## src/rtl/nh_lcd_defines.sv

```systemverilog
// Shared LCD interface definitions: controller command bytes, bus arbiter
// state encodings and the parked (idle) bus levels.
package nh_lcd_defines;

   // Controller command opcodes used by the command path
   localparam logic [7:0] CMD_NOP     = 8'h00;
   localparam logic [7:0] CMD_SWRESET = 8'h01;
   localparam logic [7:0] CMD_SLPOUT  = 8'h11;
   localparam logic [7:0] CMD_DISPON  = 8'h29;
   localparam logic [7:0] CMD_CASET   = 8'h2A;
   localparam logic [7:0] CMD_RASET   = 8'h2B;
   localparam logic [7:0] CMD_RAMWR   = 8'h2C;

   // Arbiter states; the encoding is exported on the debug bus
   typedef enum logic [1:0] {
      ARB_IDLE    = 2'd0,
      ARB_GNT_CMD = 2'd1,
      ARB_GNT_DAT = 2'd2,
      ARB_TURN    = 2'd3
   } arb_state_e;

   localparam logic OWNER_CMD = 1'b0;
   localparam logic OWNER_DAT = 1'b1;

   // Bus levels while nobody owns it: command mode, no strobes, not driving
   localparam logic       PARK_CMD_MODE    = 1'b1;
   localparam logic       PARK_WRITE       = 1'b0;
   localparam logic       PARK_READ        = 1'b0;
   localparam logic       PARK_DATA_OUT_EN = 1'b0;
   localparam logic [7:0] PARK_DATA_OUT    = 8'h00;

   // Grant decision taken in IDLE. A tie goes to data when data has fixed
   // priority, otherwise to whichever requester did not own the bus last.
   function automatic arb_state_e arb_pick(
      input logic cmd_req,
      input logic dat_req,
      input logic prio_data,
      input logic last_owner
   );
      arb_state_e pick;
      pick = ARB_IDLE;
      if (cmd_req && dat_req) begin
         if (prio_data || (last_owner == OWNER_CMD)) begin
            pick = ARB_GNT_DAT;
         end else begin
            pick = ARB_GNT_CMD;
         end
      end else if (cmd_req) begin
         pick = ARB_GNT_CMD;
      end else if (dat_req) begin
         pick = ARB_GNT_DAT;
      end
      return pick;
   endfunction

endpackage

```

## src/rtl/nh_lcd_bus_arbiter.sv

```systemverilog
// Shares the physical LCD bus between the command path and the pixel
// data writer. Grants are registered, never preempted, and every handover
// passes through a parked turnaround window.
//
//   state    | meaning
//   ---------+-------------------------------------------------------------
//   IDLE     | bus parked; arbitrate when enabled
//   GNT_CMD  | command path owns the bus; its controls pass straight through
//   GNT_DAT  | data writer owns the bus; its controls pass straight through
//   TURN     | bus parked; counter runs down to 0, then back to IDLE
module nh_lcd_bus_arbiter
   import nh_lcd_defines::*;
#(
   parameter int TURNAROUND = 1,
   parameter bit PRIO_DATA  = 1'b0
) (
   input  logic        clk,
   input  logic        rst,
   input  logic        i_enable,

   input  logic        i_cmd_req,
   output logic        o_cmd_gnt,
   input  logic        i_cmd_cmd_mode,
   input  logic        i_cmd_write,
   input  logic        i_cmd_read,
   input  logic        i_cmd_data_out_en,
   input  logic [7:0]  i_cmd_data_out,
   output logic [7:0]  o_cmd_data_in,

   input  logic        i_dat_req,
   output logic        o_dat_gnt,
   input  logic        i_dat_cmd_mode,
   input  logic        i_dat_write,
   input  logic        i_dat_read,
   input  logic        i_dat_data_out_en,
   input  logic [7:0]  i_dat_data_out,
   output logic [7:0]  o_dat_data_in,

   output logic        o_cmd_mode,
   output logic        o_write,
   output logic        o_read,
   output logic        o_data_out_en,
   output logic [7:0]  o_data_out,
   input  logic [7:0]  i_data_in,

   output logic [31:0] debug
);

   // Out-of-range settings are clamped so the 4-bit counter stays meaningful
   localparam int TURN_CLAMPED = (TURNAROUND < 1)  ? 1 :
                                 (TURNAROUND > 15) ? 15 : TURNAROUND;
   localparam logic [3:0] TURN_LOAD = 4'(TURN_CLAMPED - 1);

   arb_state_e state_q, state_d;
   logic [3:0] cnt_q, cnt_d;
   logic       last_owner_q, last_owner_d;
   logic       cmd_gnt_q, dat_gnt_q;
   arb_state_e pick;

   // State, turnaround counter, round-robin history and registered grants
   always_ff @(posedge clk) begin
      if (rst) begin
         state_q      <= ARB_IDLE;
         cnt_q        <= 4'd0;
         last_owner_q <= OWNER_DAT;
         cmd_gnt_q    <= 1'b0;
         dat_gnt_q    <= 1'b0;
      end else begin
         state_q      <= state_d;
         cnt_q        <= cnt_d;
         last_owner_q <= last_owner_d;
         cmd_gnt_q    <= (state_d == ARB_GNT_CMD);
         dat_gnt_q    <= (state_d == ARB_GNT_DAT);
      end
   end

   // Next state: arbitrate only from IDLE, release only when the owner drops req
   always_comb begin
      state_d      = state_q;
      cnt_d        = cnt_q;
      last_owner_d = last_owner_q;
      pick         = arb_pick(i_cmd_req, i_dat_req, PRIO_DATA, last_owner_q);
      case (state_q)
         ARB_IDLE: begin
            if (i_enable) begin
               if (pick == ARB_GNT_CMD) begin
                  state_d      = ARB_GNT_CMD;
                  last_owner_d = OWNER_CMD;
               end else if (pick == ARB_GNT_DAT) begin
                  state_d      = ARB_GNT_DAT;
                  last_owner_d = OWNER_DAT;
               end
            end
         end
         ARB_GNT_CMD: begin
            if (!i_cmd_req) begin
               state_d = ARB_TURN;
               cnt_d   = TURN_LOAD;
            end
         end
         ARB_GNT_DAT: begin
            if (!i_dat_req) begin
               state_d = ARB_TURN;
               cnt_d   = TURN_LOAD;
            end
         end
         ARB_TURN: begin
            if (cnt_q == 4'd0) begin
               state_d = ARB_IDLE;
            end else begin
               cnt_d = cnt_q - 4'd1;
            end
         end
         default: begin
            state_d = ARB_IDLE;
            cnt_d   = 4'd0;
         end
      endcase
   end

   // Bus mux: owner's controls pass through with no added latency, else parked
   always_comb begin
      o_cmd_mode    = PARK_CMD_MODE;
      o_write       = PARK_WRITE;
      o_read        = PARK_READ;
      o_data_out_en = PARK_DATA_OUT_EN;
      o_data_out    = PARK_DATA_OUT;
      case (state_q)
         ARB_GNT_CMD: begin
            o_cmd_mode    = i_cmd_cmd_mode;
            o_write       = i_cmd_write;
            o_read        = i_cmd_read;
            o_data_out_en = i_cmd_data_out_en;
            o_data_out    = i_cmd_data_out;
         end
         ARB_GNT_DAT: begin
            o_cmd_mode    = i_dat_cmd_mode;
            o_write       = i_dat_write;
            o_read        = i_dat_read;
            o_data_out_en = i_dat_data_out_en;
            o_data_out    = i_dat_data_out;
         end
         default: begin
         end
      endcase
   end

   assign o_cmd_gnt     = cmd_gnt_q;
   assign o_dat_gnt     = dat_gnt_q;
   assign o_cmd_data_in = i_data_in;
   assign o_dat_data_in = i_data_in;
   assign debug         = {27'd0, i_dat_req, i_cmd_req, last_owner_q, state_q};

endmodule

```

## config.mk

```make
export PLATFORM = sky130hd
export DESIGN_NAME = nh_lcd_bus_arbiter
export DESIGN_NICKNAME = d
export VERILOG_FILES = /design/src/rtl/nh_lcd_defines.sv /design/src/rtl/nh_lcd_bus_arbiter.sv
export SDC_FILE = /design/constraint.sdc
export NUM_CORES = 1
export LEC_CHECK = 0
export CAP_MARGIN = 5
export CELL_PAD_IN_SITES_DETAIL_PLACEMENT = 1
export CELL_PAD_IN_SITES_GLOBAL_PLACEMENT = 1
export CORE_MARGIN = 5
export CORE_UTILIZATION = 20
export DETAILED_ROUTE_END_ITERATION = 7
export PLACE_DENSITY_LB_ADDON = 0.1
export REMOVE_ABC_BUFFERS = 1
export SYNTH_ARGS = -nofsm -noshare
export SYNTH_HDL_FRONTEND = slang
export SYNTH_SLANG_ARGS = --single-unit
```

## constraint.sdc

```tcl
create_clock -name clk -period 2.2 [get_ports clk]
set_input_delay 0.33 -clock clk [delete_from_list [all_inputs] [get_ports clk]]
set_output_delay 0.33 -clock clk [all_outputs]
set_load 0.02 [all_outputs]
```

==> results.json, run 1 <==
{
  "status": "finished, final reports clean",
  "finalSetupViolCount": 0,
  "core_um2": 5440,
  "fin_skew_ns": 0.00481,
  "post_cts_resized": 12,
  "ant_nets": 0,
  "max_freq_ghz": 0.491,
  "register_area_um2": 181,
  "final.fill_count": 669,
  "rows": 27,
  "port_buffers": 47,
  "cts-htree-levels": 1,
  "crit_type": "flip-flop to output pin",
  "clk_path_buf_depth": 2,
  "drt-total-wl_um": 3810,
  "die_w_um": 84.2,
  "critical_path_required_ns": 1.87,
  "min_period_ns": 2.04,
  "numCtsBuffers": 3,
  "synth-seq-cells": 9,
  "num_antenna_cells": 0,
  "clk_latency_ns": 0.23,
  "fin_ws_ns": 0.162,
  "synth_edf_count": 0,
  "p_per_area_nw_per_um2": 1160,
  "yosys_most_used_dff": "dfxtp_1",
  "cts_tree": "done",
  "synth_compound_area_share_pct": 21.4,
  "synth_seq_area_share_pct": 16.4,
  "synth.most_common_cell": "buf_4",
  "period_share_pct": 92.6,
  "async_reset_ff_share_pct": 0,
  "yosys_warnings": 0,
  "critical_path.endpoint_type": "output pin",
  "nets": 230,
  "ioPinCount": 99,
  "post-route-drc-count": 0,
  "start_kind": "flip-flop",
  "cap_violations": 0,
  "synth_area_um2": 1100,
  "power_mw": 1.72,
  "num_vias": 1068,
  "grt_max_degree": 14,
  "yosysTopAreaCellShare_pct": 31.4,
  "synth_xor_area_share_pct": 0,
  "rsz0062_at_grt": "false",
  "cts_root_buf": "clkbuf_8",
  "hpwl_um": 3190,
  "place_ws_ns": -0.0436,
  "slew_violations": 0,
  "place_congestion": 0.751,
  "grt_pass1_wl_um": 6030,
  "cts_sinks": 9,
  "avgSynthCellArea_um2": 7.44,
  "dieArea_um2": 7090,
  "netlist_top_cells_area": "buf_4 31%, dfxtp_1 16%, ha_1 9.1%",
  "clkTransAtPathRegs_ns": 0.05,
  "initial_core_util_pct": 20.2,
  "die_h_um": 84.2,
  "viasPerCell": 4.17,
  "wire_per_inst_um": 14.9,
  "grt_antenna_before_repair": 0,
  "cts_hold_buf": 0,
  "hold_viol": 0,
  "ys_top_cells_by_count": "46 x buf_4, 16 x nor2_1, 11 x a22oi_1, 11 x inv_1, 9 x dfxtp_1",
  "globalRouteTotalUtil_pct": 10.3,
  "synth_top_family_by_area": "buffers and inverters",
  "synth.largest_area_cell": "buf_4",
  "multi_input_area_um2": 609,
  "grt_overflow_total": 0,
  "hold_class": "flip-flop to flip-flop",
  "cp_max_fo": 4,
  "muxShareOfSynthArea_pct": 0,
  "irDropWorstVdd_mv": 0.590,
  "synth_simple_gate_area_share_pct": 15.5,
  "drive_gt1_share_pct": 14.1,
  "grt_pass1_vias": 1102,
  "p_leak_nw": 0.636,
  "synth_cell_types": 31,
  "initialDrtViolationCount": 15,
  "synthCells": 148,
  "dr.pass1.iters": 4,
  "syn_to_final_growth_pct": 35.0,
  "synth-adder-area-share_pct": 9.09,
  "post_cts_buffers": 0,
  "cp.arrival_ns": 1.71
}
## cell families after synthesis
| group | after synthesis |
|---|---|
| AOI/OAI and AO/OA | 31 |
| and+or+nand+nor | 36 |
| buffers and inverters | 63 |
| other | 1 |
| DFF | 9 |
| adders and majority gates | 8 |
## final cells by class
cell class	count	area share, %
multi-input cells	102	41.0
inverters	11	2.78
flip-flops and latches	9	12.2
clock buffers	4	3.03
well taps	72	6.06
repair buffers	58	34.9
## critical path, stage by stage, from the launching register on
cell	delay, ns
dfxtp_2	0.35
inv_1	0.09
ha_1	0.33
inv_1	0.11
a221o_1	0.27
dlygate4sd2_1	0.32
## state kept, by name (all words and copies together), names as in the netlist
signal / flops
cnt_q: 4
last_owner_q: 1
o_cmd_gnt: 1
o_dat_gnt: 1
state_q: 2
## where the power goes
| part | total (mW) | switching, mW | internal (mW) |
|---|---|---|---|
| clock | 0.195 | 0.0688 | 0.127 |
| combinational | 1.29 | 0.722 | 0.568 |
| sequential | 0.236 | 0.0282 | 0.208 |
| total | 1.72 | 0.819 | 0.903 |
## stage by stage
stage,cell area (um2),utilization [%],std cells,TNS (ns),hold slack (ns)
6_report,1490,27.3,256,0,0.503
2_1_floorplan,828,-,122,0,0.399
4_1_cts,1510,27.8,256,0,0.512
5_1_grt,1490,27.3,256,0,0.553
3_5_place_dp,1480,27.3,252,-0.0436,0.504
3_3_place_gp,1480,27.3,252,0,0.484
## layer usage
layer	wire length (um)	part of all wire [%]	GRT usage, %
met5	0	0	0
met4	20	0.53	1.75
met1	1750	46	13.3
met3	543	14	6.08
met2	1500	39	15.1
## final timing paths
check / depth (start not counted) / to / from / slack (ns)
max: 5 / o_cmd_mode / state_q[1] / 0.16
min: 2 / cnt_q[1] / cnt_q[1] / 0.50
max reg2reg: 8 / cnt_q[3] / state_q[1] / 0.24
min reg2reg: 2 / cnt_q[1] / cnt_q[1] / 0.50
## placed cells by master, fill, tap and decap left out, types with 2 or more instances in the layout
cell	instances
a211o_1	2
a21oi_1	3
a22o_1	2
a22oi_1	11
a31oi_1	3
buf_4	10
clkbuf_2	9
clkbuf_8	3
clkdlybuf4s15_1	2
clkdlybuf4s50_1	35
conb_1	27
dfxtp_1	8
ha_1	7
inv_1	11
nand2_1	5
nand2b_1	2
nand3_1	4
nor2_1	16
nor3_1	2
nor3b_1	2
o211ai_1	2
or3_1	2
(Power assumes the default switching activity.)
==> inputs of run 2 (changes only) <==
--- a/config.mk
+++ b/config.mk
@@ -11,6 +11,7 @@
 export CORE_MARGIN = 5
 export CORE_UTILIZATION = 20
 export DETAILED_ROUTE_END_ITERATION = 7
+export GPL_ROUTABILITY_DRIVEN = 0
 export PLACE_DENSITY_LB_ADDON = 0.1
 export REMOVE_ABC_BUFFERS = 1
 export SYNTH_ARGS = -nofsm -noshare
==> results of run 2 <==
Final layout, timing and power as in run 1 (identical DEF).
==> inputs of run 3 (changes only) <==
--- a/config.mk
+++ b/config.mk
@@ -5,15 +5,15 @@
 export SDC_FILE = /design/constraint.sdc
 export NUM_CORES = 1
 export LEC_CHECK = 0
-export CAP_MARGIN = 5
 export CELL_PAD_IN_SITES_DETAIL_PLACEMENT = 1
 export CELL_PAD_IN_SITES_GLOBAL_PLACEMENT = 1
 export CORE_MARGIN = 5
 export CORE_UTILIZATION = 20
 export DETAILED_ROUTE_END_ITERATION = 7
 export GPL_ROUTABILITY_DRIVEN = 0
-export PLACE_DENSITY_LB_ADDON = 0.1
+export PLACE_DENSITY_LB_ADDON = 0.25
 export REMOVE_ABC_BUFFERS = 1
 export SYNTH_ARGS = -nofsm -noshare
 export SYNTH_HDL_FRONTEND = slang
 export SYNTH_SLANG_ARGS = --single-unit
+export TNS_END_PERCENT = 20
==> run 3 against run 2 <==
  * Register-to-register slack better by 0.02 ns
  * Final area grew 1.4%
  * Wire length fell by 8.9%
  * Cell count is the same
  * Non-clock buffer count stayed put
  * Clock-buffer cell count is the same
  * Hold slack better by 0.013 ns
  * Sequential share of layout area decreased by 0.26 points
  * Highest routed layer unchanged
  * First-iteration DRC count rose to 2.9 times the previous value
  * Worst setup slack got worse by 0.0021 ns
  * Critical endpoint is now o_data_out[2]
  * Global-route usage fell by 0.67 points
==> results.json, run 3 (synthesis results as in run 1) <==
{
  "status": "finished, final reports clean",
  "cts_hold_buf": 0,
  "drive_gt1_share_pct": 9.24,
  "p_leak_nw": 0.663,
  "dp_cells": 252,
  "ioPinCount": 99,
  "max_freq_ghz": 0.490,
  "final_cell_mix": "35 x clkdlybuf4s50_1, 27 x conb_1, 16 x nor2_1",
  "use_met2_pct": 14.1,
  "reg2reg_slack_ns": 0.26,
  "irDropWorstVdd_mv": 0.260,
  "rows": 27,
  "fin_skew_ns": 0.000793,
  "hold_class": "flip-flop to flip-flop",
  "critical_path.endpoint_type": "output pin",
  "top_usage_layer": "met2",
  "layout_commonest_cell": "clkdlybuf4s50_1",
  "clk_path_buf_depth": 2,
  "viasPerCell": 4.15,
  "top_register": "cnt_q",
  "core_um2": 5440,
  "num_antenna_cells": 0,
  "min_period_ns": 2.04,
  "final.fill_count": 674,
  "cp_max_fo": 6,
  "power_mw": 1.64,
  "critical_path_required_ns": 1.87,
  "use_met1_pct": 12.7,
  "start_kind": "flip-flop",
  "grt_pass1_vias": 1109,
  "initial_core_util_pct": 20.2,
  "drt-total-wl_um": 3470,
  "rsz0062_at_grt": "false",
  "hold_viol": 0,
  "period_share_pct": 92.7,
  "numCtsBuffers": 3,
  "cp.arrival_ns": 1.71,
  "cts_sinks": 9,
  "grt_antenna_before_repair": 0,
  "placed_area_um2": 1470,
  "use_met3_pct": 3.43,
  "stdcell_count": 256,
  "die_h_um": 84.2,
  "final.setup.tns_ns": 0,
  "largest_reg_flops": 4,
  "whs_ns": 0.517,
  "die_w_um": 84.2,
  "dieArea_um2": 7090,
  "fin_area_um2": 1510,
  "reg_top3": "cnt_q x4, state_q x2",
  "ant_nets": 0,
  "grt_overflow_total": 0,
  "dr.pass1.iters": 4,
  "clk_latency_ns": 0.23,
  "post-route-drc-count": 0,
  "register_area_um2": 180,
  "globalRouteTotalUtil_pct": 9.65,
  "crit_type": "flip-flop to output pin",
  "clkTransAtPathRegs_ns": 0.05,
  "port_buffers": 47,
  "p_per_area_nw_per_um2": 1090,
  "initialDrtViolationCount": 44,
  "syn_to_final_growth_pct": 36.9,
  "wire_per_inst_um": 13.6,
  "multi_input_area_um2": 612,
  "cts_tree": "done",
  "num_vias": 1062,
  "hpwl_um": 2780,
  "grt_max_degree": 15,
  "nets": 230,
  "cap_violations": 0,
  "grt_pass1_wl_um": 5550,
  "slew_violations": 0,
  "post_cts_buffers": 0,
  "finalSetupViolCount": 0,
  "cts-htree-levels": 1,
  "cts_root_buf": "clkbuf_8"
}
## run 3: cell types whose count changed in the layout (fill, tap and decap cells not counted)
cell,before,now
dlygate4sd2_1,1,11
ha_1,7,6
buf_4,10,11
dfxtp_2,1,0
clkdlybuf4s15_1,2,1
buf_12,1,0
clkbuf_2,9,0
ha_2,1,2
dfxtp_1,8,9
## run 3: layer usage
layer | vias up | part of all wire (%) | wire length [um]
met5 | - | 0 | 0
met1 | 463 | 47 | 1640
met2 | 91 | 38 | 1320
met4 | 0 | 2.0 | 68
li1 | 503 | - | -
met3 | 5 | 13 | 446
## run 3: final cells by class
class                           count  share of cell area [%]
Tap cell                           72                    5.98
Timing Repair Buffer               58                    35.8
Clock buffer                        4                    2.99
Inverter                           11                    2.74
Multi-Input combinational cell    102                    40.6
Sequential cell                     9                    12.0
## run 3: critical path: stages, from the launching register on
cell	delay, ns
dfxtp_1	0.38
inv_1	0.10
ha_1	0.31
inv_1	0.09
buf_4	0.17
nor2_1	0.09
dlygate4sd2_1	0.34
## run 3: stage by stage
stage / worst slack (ns) / utilization, %
2_1_floorplan: 0.277 / -
3_3_place_gp: 0.0263 / 27.1
3_5_place_dp: 0.0219 / 27.1
4_1_cts: 0.125 / 27.7
5_1_grt: 0.00555 / 27.7
6_report: 0.160 / 27.7
## run 3: path summary, 6_finish.rpt
kind / to / startpoint / cells after the start
max: o_data_out[2] / state_q[1] / 6
min: cnt_q[1] / cnt_q[1] / 2
max reg2reg: cnt_q[3] / state_q[1] / 7
min reg2reg: cnt_q[1] / cnt_q[1] / 2
## run 3: power by group
| group | switching [mW] | internal [mW] | total, mW | leakage [nW] |
|---|---|---|---|---|
| sequential | 0.0257 | 0.206 | 0.232 | 0.0733 |
| clock | 0.0698 | 0.127 | 0.196 | 0.0228 |
| combinational | 0.679 | 0.537 | 1.22 | 0.567 |
## run 3: repair_timing
item                                    4_1_cts  5_1_grt
hold endpoints to repair                      0        0
endpoints found under the setup margin       12        1
resized for setup                            14        1
==> variant 1 (settings of run 3) <==
`PRIO_DATA`: 1'b0 -> 1'b1.
--- a/src/rtl/nh_lcd_bus_arbiter.sv
+++ b/src/rtl/nh_lcd_bus_arbiter.sv
@@ -12,7 +12,7 @@
    import nh_lcd_defines::*;
 #(
    parameter int TURNAROUND = 1,
-   parameter bit PRIO_DATA  = 1'b0
+   parameter bit PRIO_DATA  = 1'b1
 ) (
    input  logic        clk,
    input  logic        rst,
Check against the original RTL: not equivalent (a bounded check fails within 4 cycles, from zero or initial values and one cycle with rst high).
==> variant 1 against run 3 <==
Clock skew is essentially flat. Largest cell class unchanged. Highest routed layer unchanged. Synthesized area shrank 3.8%. First-iteration DRC count shrank 41%. Count of clock-buffer cells in the layout is the same. Routed wire length shrank 4.8%. Critical path type unchanged. Sequential cell count is the same. Final area shrank 3.2%. Cell count shrank 7.0%. Hold slack lost 74 ps. Setup slack gained 42 ps.
Power is not compared: it rests on default switching activity, and its combinational part moved more than twofold at a synthesized area within 25%.
==> variant 1: results (changes against run 3) <==
* Outcome: finished clean
* Post-Layout Cell Count at 238 (-7.0%)
* Clock skew at 1.03 ps (+0.235 ps)
* DR vias at 949 (-11%)
* Resize count post-CTS at 19 (+5)
* DP Worst Slack at -51.2 ps (-73.1 ps)
* Fin crit share at 90.8% (-1.9 points)
* Reg2reg end: o_dat_gnt$_SDFF_PP0_
* DP Cell Count at 234 (-7.1%)
* Reg2Reg Launch Point: state_q[1]$_SDFF_PP0_
* Most instantiated cells after synthesis: 46 x buf_4, 13 x a22oi_1, 11 x nor2b_1
* Initial antenna violation count at 0 (unchanged)
* TritonCTS buffer count at 3 (unchanged)
* Post-DR wirelength/cell at 13.9 µm (+2.4%)
* Async S/R FF share, synth at 0% (unchanged)
* Worst reg2reg setup slack at 270 ps
* Syn Inst Count at 137 (-7.4%)
* Post-synthesis mux area share at 0.945% (+0.94 points)
* Clock root buffer: clkbuf_8
* GR Util met2 at 14.4% (+0.36 points)
* Largest delay share family, worst path: buffers and inverters
* Diode count at 0 (unchanged)
* Met1 Routed Length at 1210 µm (-26%)
* # fillers at 645 (-4.3%)
* Worst skew pair latency at 230 ps (about the same)
* M3 GR Usage at 4.54% (+1.1 points)
* Clk power at 0.195 mW
* Start point of the worst hold path: last_owner_q$_SDFFE_PP1P_
* Arrival time worst endpoint at 1670 ps (-40 ps)
* Gr usage total at 8.78% (-0.87 points)
* Pleak at 0.608 nW
* Post-Synth Adder-Cell Area at 7.08% (-2.0 points)
* Compound-Gate Fraction of Synth Area at 17.4% (-4.0 points)
* Post-Synth XOR/XNOR Area at 0.826% (+0.83 points)
* Largest net degree at the start of global routing at 15 (unchanged)
* Seq/Total Area, Yosys at 17.0% (+0.64 points)
* Worst hold path endpoint: last_owner_q$_SDFFE_PP1P_
* Predominant post-synthesis flop cell: dfxtp_1
* Top sig layer: met4
* Met3 wire len at 541 µm (+21%)
* Vias in the first global route at 931 (-16%)
* Met2 wire len at 1480 µm (+12%)
* Clock Tree Buf Depth at 2 (unchanged)
* Area contributors post-synth: buf_4 33%, dfxtp_1 17%, a22oi_1 9.2%
* # port buffers at 47 (unchanged)
* Crit-path slowest cell: dfxtp_2
* Starting DRT DRC Count at 26 (-41%)
* R2r worst-path depth at 7 (unchanged)
* Share of layout cells above drive strength 1 at 9.52% (+0.28 points)
* Met1 Use GR at 9.17% (-3.5 points)
* Layout Nets at 212 (-7.8%)
* Largest regs: cnt_q x4, state_q x2
* CP max FO at 14 (+8)
* First-pass GRT wire length at 4560 µm (-18%)
* Synth cell types at 30 (-3.2%)
* Dpl hpwl at 2740 µm (-1.2%)
* Reg clk slew, reported paths at 50 ps (about the same)
* Peak VDD IR at 0.000131 V
[variant 1: cell type report]
cell class,instances,area [µm²],share of cell area [%]
Clock buffer,4,45.0,3.09
Multi-Input combinational cell,99,636,43.6
Timing Repair Buffer,51,489,33.5
Tap cell,70,87.6,6.00
Inverter,5,18.8,1.29
Sequential cell,9,183,12.5
[variant 1: worst max path at each step]
stage,startpoint,end
after detailed placement,state_q[0]$_SDFF_PP0_,o_data_out[0]
after global routing,state_q[1]$_SDFF_PP0_,o_data_out[0]
final,state_q[1]$_SDFF_PP0_,o_data_out[6]
after global placement,state_q[0]$_SDFF_PP0_,o_data_out[0]
after floorplan,state_q[0]$_SDFF_PP0_,cnt_q[1]$_SDFFE_PP0P_
after CTS,state_q[0]$_SDFF_PP0_,o_cmd_mode
[variant 1: stage by stage]
stage               hold slack [ps]  cell area, µm²
global route                    509            1460
finish                          442            1460
detailed placement              440            1390
global placement                435            1390
floorplan                       399             797
CTS                             448            1460
==> variant 2 (config.mk and constraints of run 3) <==
Made on the original files. Register the output `debug`, cleared by the reset; this adds one clock of latency there. The other outputs are not delayed to match.
--- a/src/rtl/nh_lcd_bus_arbiter.sv
+++ b/src/rtl/nh_lcd_bus_arbiter.sv
@@ -149,7 +149,13 @@
    assign o_dat_gnt     = dat_gnt_q;
    assign o_cmd_data_in = i_data_in;
    assign o_dat_data_in = i_data_in;
-   assign debug         = {27'd0, i_dat_req, i_cmd_req, last_owner_q, state_q};
+   always_ff @(posedge clk) begin
+      if (rst) begin
+         debug <= '0;
+      end else begin
+         debug <= {27'd0, i_dat_req, i_cmd_req, last_owner_q, state_q};
+      end
+   end
 
 endmodule
 
Behaviour: not the same (a bounded check fails within 4 cycles, from zero or initial values and one cycle with rst high).
==> variant 2 against run 3 <==
Routed wire length is 8.9% higher. Setup slack worse by 5.0 ps. Sequential power is 46% higher. Sequential cell count is 5 higher. Synthesized cell count is 3.4% higher. Total power is 13% higher. Combinational power is 7% higher. Synthesized area is 11% higher. Clock skew hardly changed. Final area is 11% higher. Largest power group unchanged.
==> variant 2: results (changes against run 3) <==
* DRT Wirelength at 3780 µm (+8.9%)
* Met1 Use GR at 11.6% (-1.1 points)
* Post-DR wirelength/cell at 14.0 µm (+3.6%)
* # fillers at 730 (+8.3%)
* Seq/Total Area, Yosys at 23.0% (+6.7 points)
* Signal inverters at 13 (+2)
* Worst path max stage delay at 350 ps (-30 ps)
* M3 GR Usage at 3.67% (+0.23 points)
* Peak VDD IR at 0.000384 V (+48%)
* Reg2reg end: cnt_q[0]$_SDFFE_PP0P_
* Compound-Gate Fraction of Synth Area at 20.6% (-0.81 points)
* Most instantiated cells after synthesis: 43 x buf_4, 19 x nor2_1, 14 x dfxtp_1
* Largest regs: debug x5, cnt_q x4, state_q x2
* Largest delay share family, worst path: buffers and inverters
* Starting DRT DRC Count at 18 (-59%)
* DR vias/cell at 4.17 (+0.54%)
* Layout Nets at 241 (+4.8%)
* Post-Synth Adder-Cell Area at 8.22% (-0.87 points)
* Worst Setup EP: o_cmd_mode
* Gr usage total at 9.50% (-0.15 points)
* Ys Warns at 0 (unchanged)
* Clock skew at 0.700 ps (-0.0923 ps)
* Non-clk buf share at 34.1% (-1.7 points)
* Multi-In Gates at 104 (+2.0%)
* Worst reg2reg setup slack at 420 ps (+160 ps)
* Outcome: finished clean
* Met1 Routed Length at 1610 µm (-1.5%)
* Sequential cell area share at 16.8% (+4.8 points)
* Reg2Reg Launch Point: state_q[0]$_SDFF_PP0_
* Minimum clock period at 2040 ps (+5.02 ps)
* Largest net degree at the start of global routing at 14 (-1)
* Initial antenna violation count at 0 (unchanged)
* Met2 wire len at 1610 µm (+22%)
* DP Worst Slack at 73.8 ps (+52.0 ps)
* Clock buf/inv share at 2.47% (-0.52 points)
* Number of non-clock buffers at 60 (+3.4%)
* Multi-input logic area at 637 µm² (+4.1%)
* Met3 wire len at 514 µm (+15%)
* First-pass GRT wire length at 5720 µm (+3.0%)
* Async S/R FF share, synth at 0% (unchanged)
* Post-Synth XOR/XNOR Area at 0% (unchanged)
* Synth cell types at 30 (-3.2%)
* DP Cell Count at 266 (+5.6%)
* Vias in the first global route at 1182 (+6.6%)
* Dpl hpwl at 3050 µm (+9.7%)
* Post-synthesis mux area share at 0% (unchanged)
* Setup crit end kind: primary output
* Seq cells post-synth at 14 (+5)
* R2r worst-path depth at 7 (unchanged)
* GR Util met2 at 15.3% (+1.2 points)
* CP max FO at 7 (+1)
* Area contributors post-synth: buf_4 27%, dfxtp_1 23%, ha_1 8.2%
* Syn Inst Count at 153 (+3.4%)
* Clock root buffer: clkbuf_8
* Share of layout cells above drive strength 1 at 11.9% (+2.6 points)
* Pleak at 0.773 nW (+17%)
variant 2: cell types whose count changed after synthesis, moves of 3 or more:
cell | before | now
buf_4 | 46 | 43
nor2_1 | 16 | 19
nand3_1 | 4 | 0
dfxtp_1 | 9 | 14
variant 2: worst min path at each step:
stage | endpoint | slack, ps | depth (start not counted) | start
floorplan | debug[0]$_SDFF_PP0_ | 400 | 1 | rst
global placement | cnt_q[3]$_SDFFE_PP0P_ | 470 | 2 | cnt_q[3]$_SDFFE_PP0P_
detailed placement | cnt_q[3]$_SDFFE_PP0P_ | 470 | 2 | cnt_q[3]$_SDFFE_PP0P_
CTS | cnt_q[3]$_SDFFE_PP0P_ | 480 | 2 | cnt_q[3]$_SDFFE_PP0P_
global route | cnt_q[3]$_SDFFE_PP0P_ | 520 | 2 | cnt_q[3]$_SDFFE_PP0P_
finish | cnt_q[3]$_SDFFE_PP0P_ | 480 | 2 | cnt_q[3]$_SDFFE_PP0P_
variant 2: per-stage QoR:
stage | instance area (µm²) | power (mW) | utilization, %
floorplan | 966 | 1.04 | -
global placement | 1640 | 1.72 | 27.7
detailed placement | 1640 | 1.71 | 27.7
CTS | 1670 | 1.90 | 28.2
global route | 1670 | 2.03 | 28.2
finish | 1670 | 1.86 | 28.2
variant 2: where the power goes:
| group | switching, mW | internal (mW) |
|---|---|---|
| registers | 0.0296 | 0.309 |
| logic | 0.703 | 0.606 |
| clock network | 0.0916 | 0.121 |
variant 2: worst register-to-register path, stage by stage (launching register included):
cell,delay [ps]
dfxtp_1,350
inv_1,100
ha_1,220
buf_4,160
buf_4,150
a22o_4,260
or3_1,320
a31oi_1,160
variant 2: repair_timing:
action                                  in CTS  in global routing
resized for setup                           12                  1
cloned                                       0                  0
endpoints found under the setup margin      12                  1
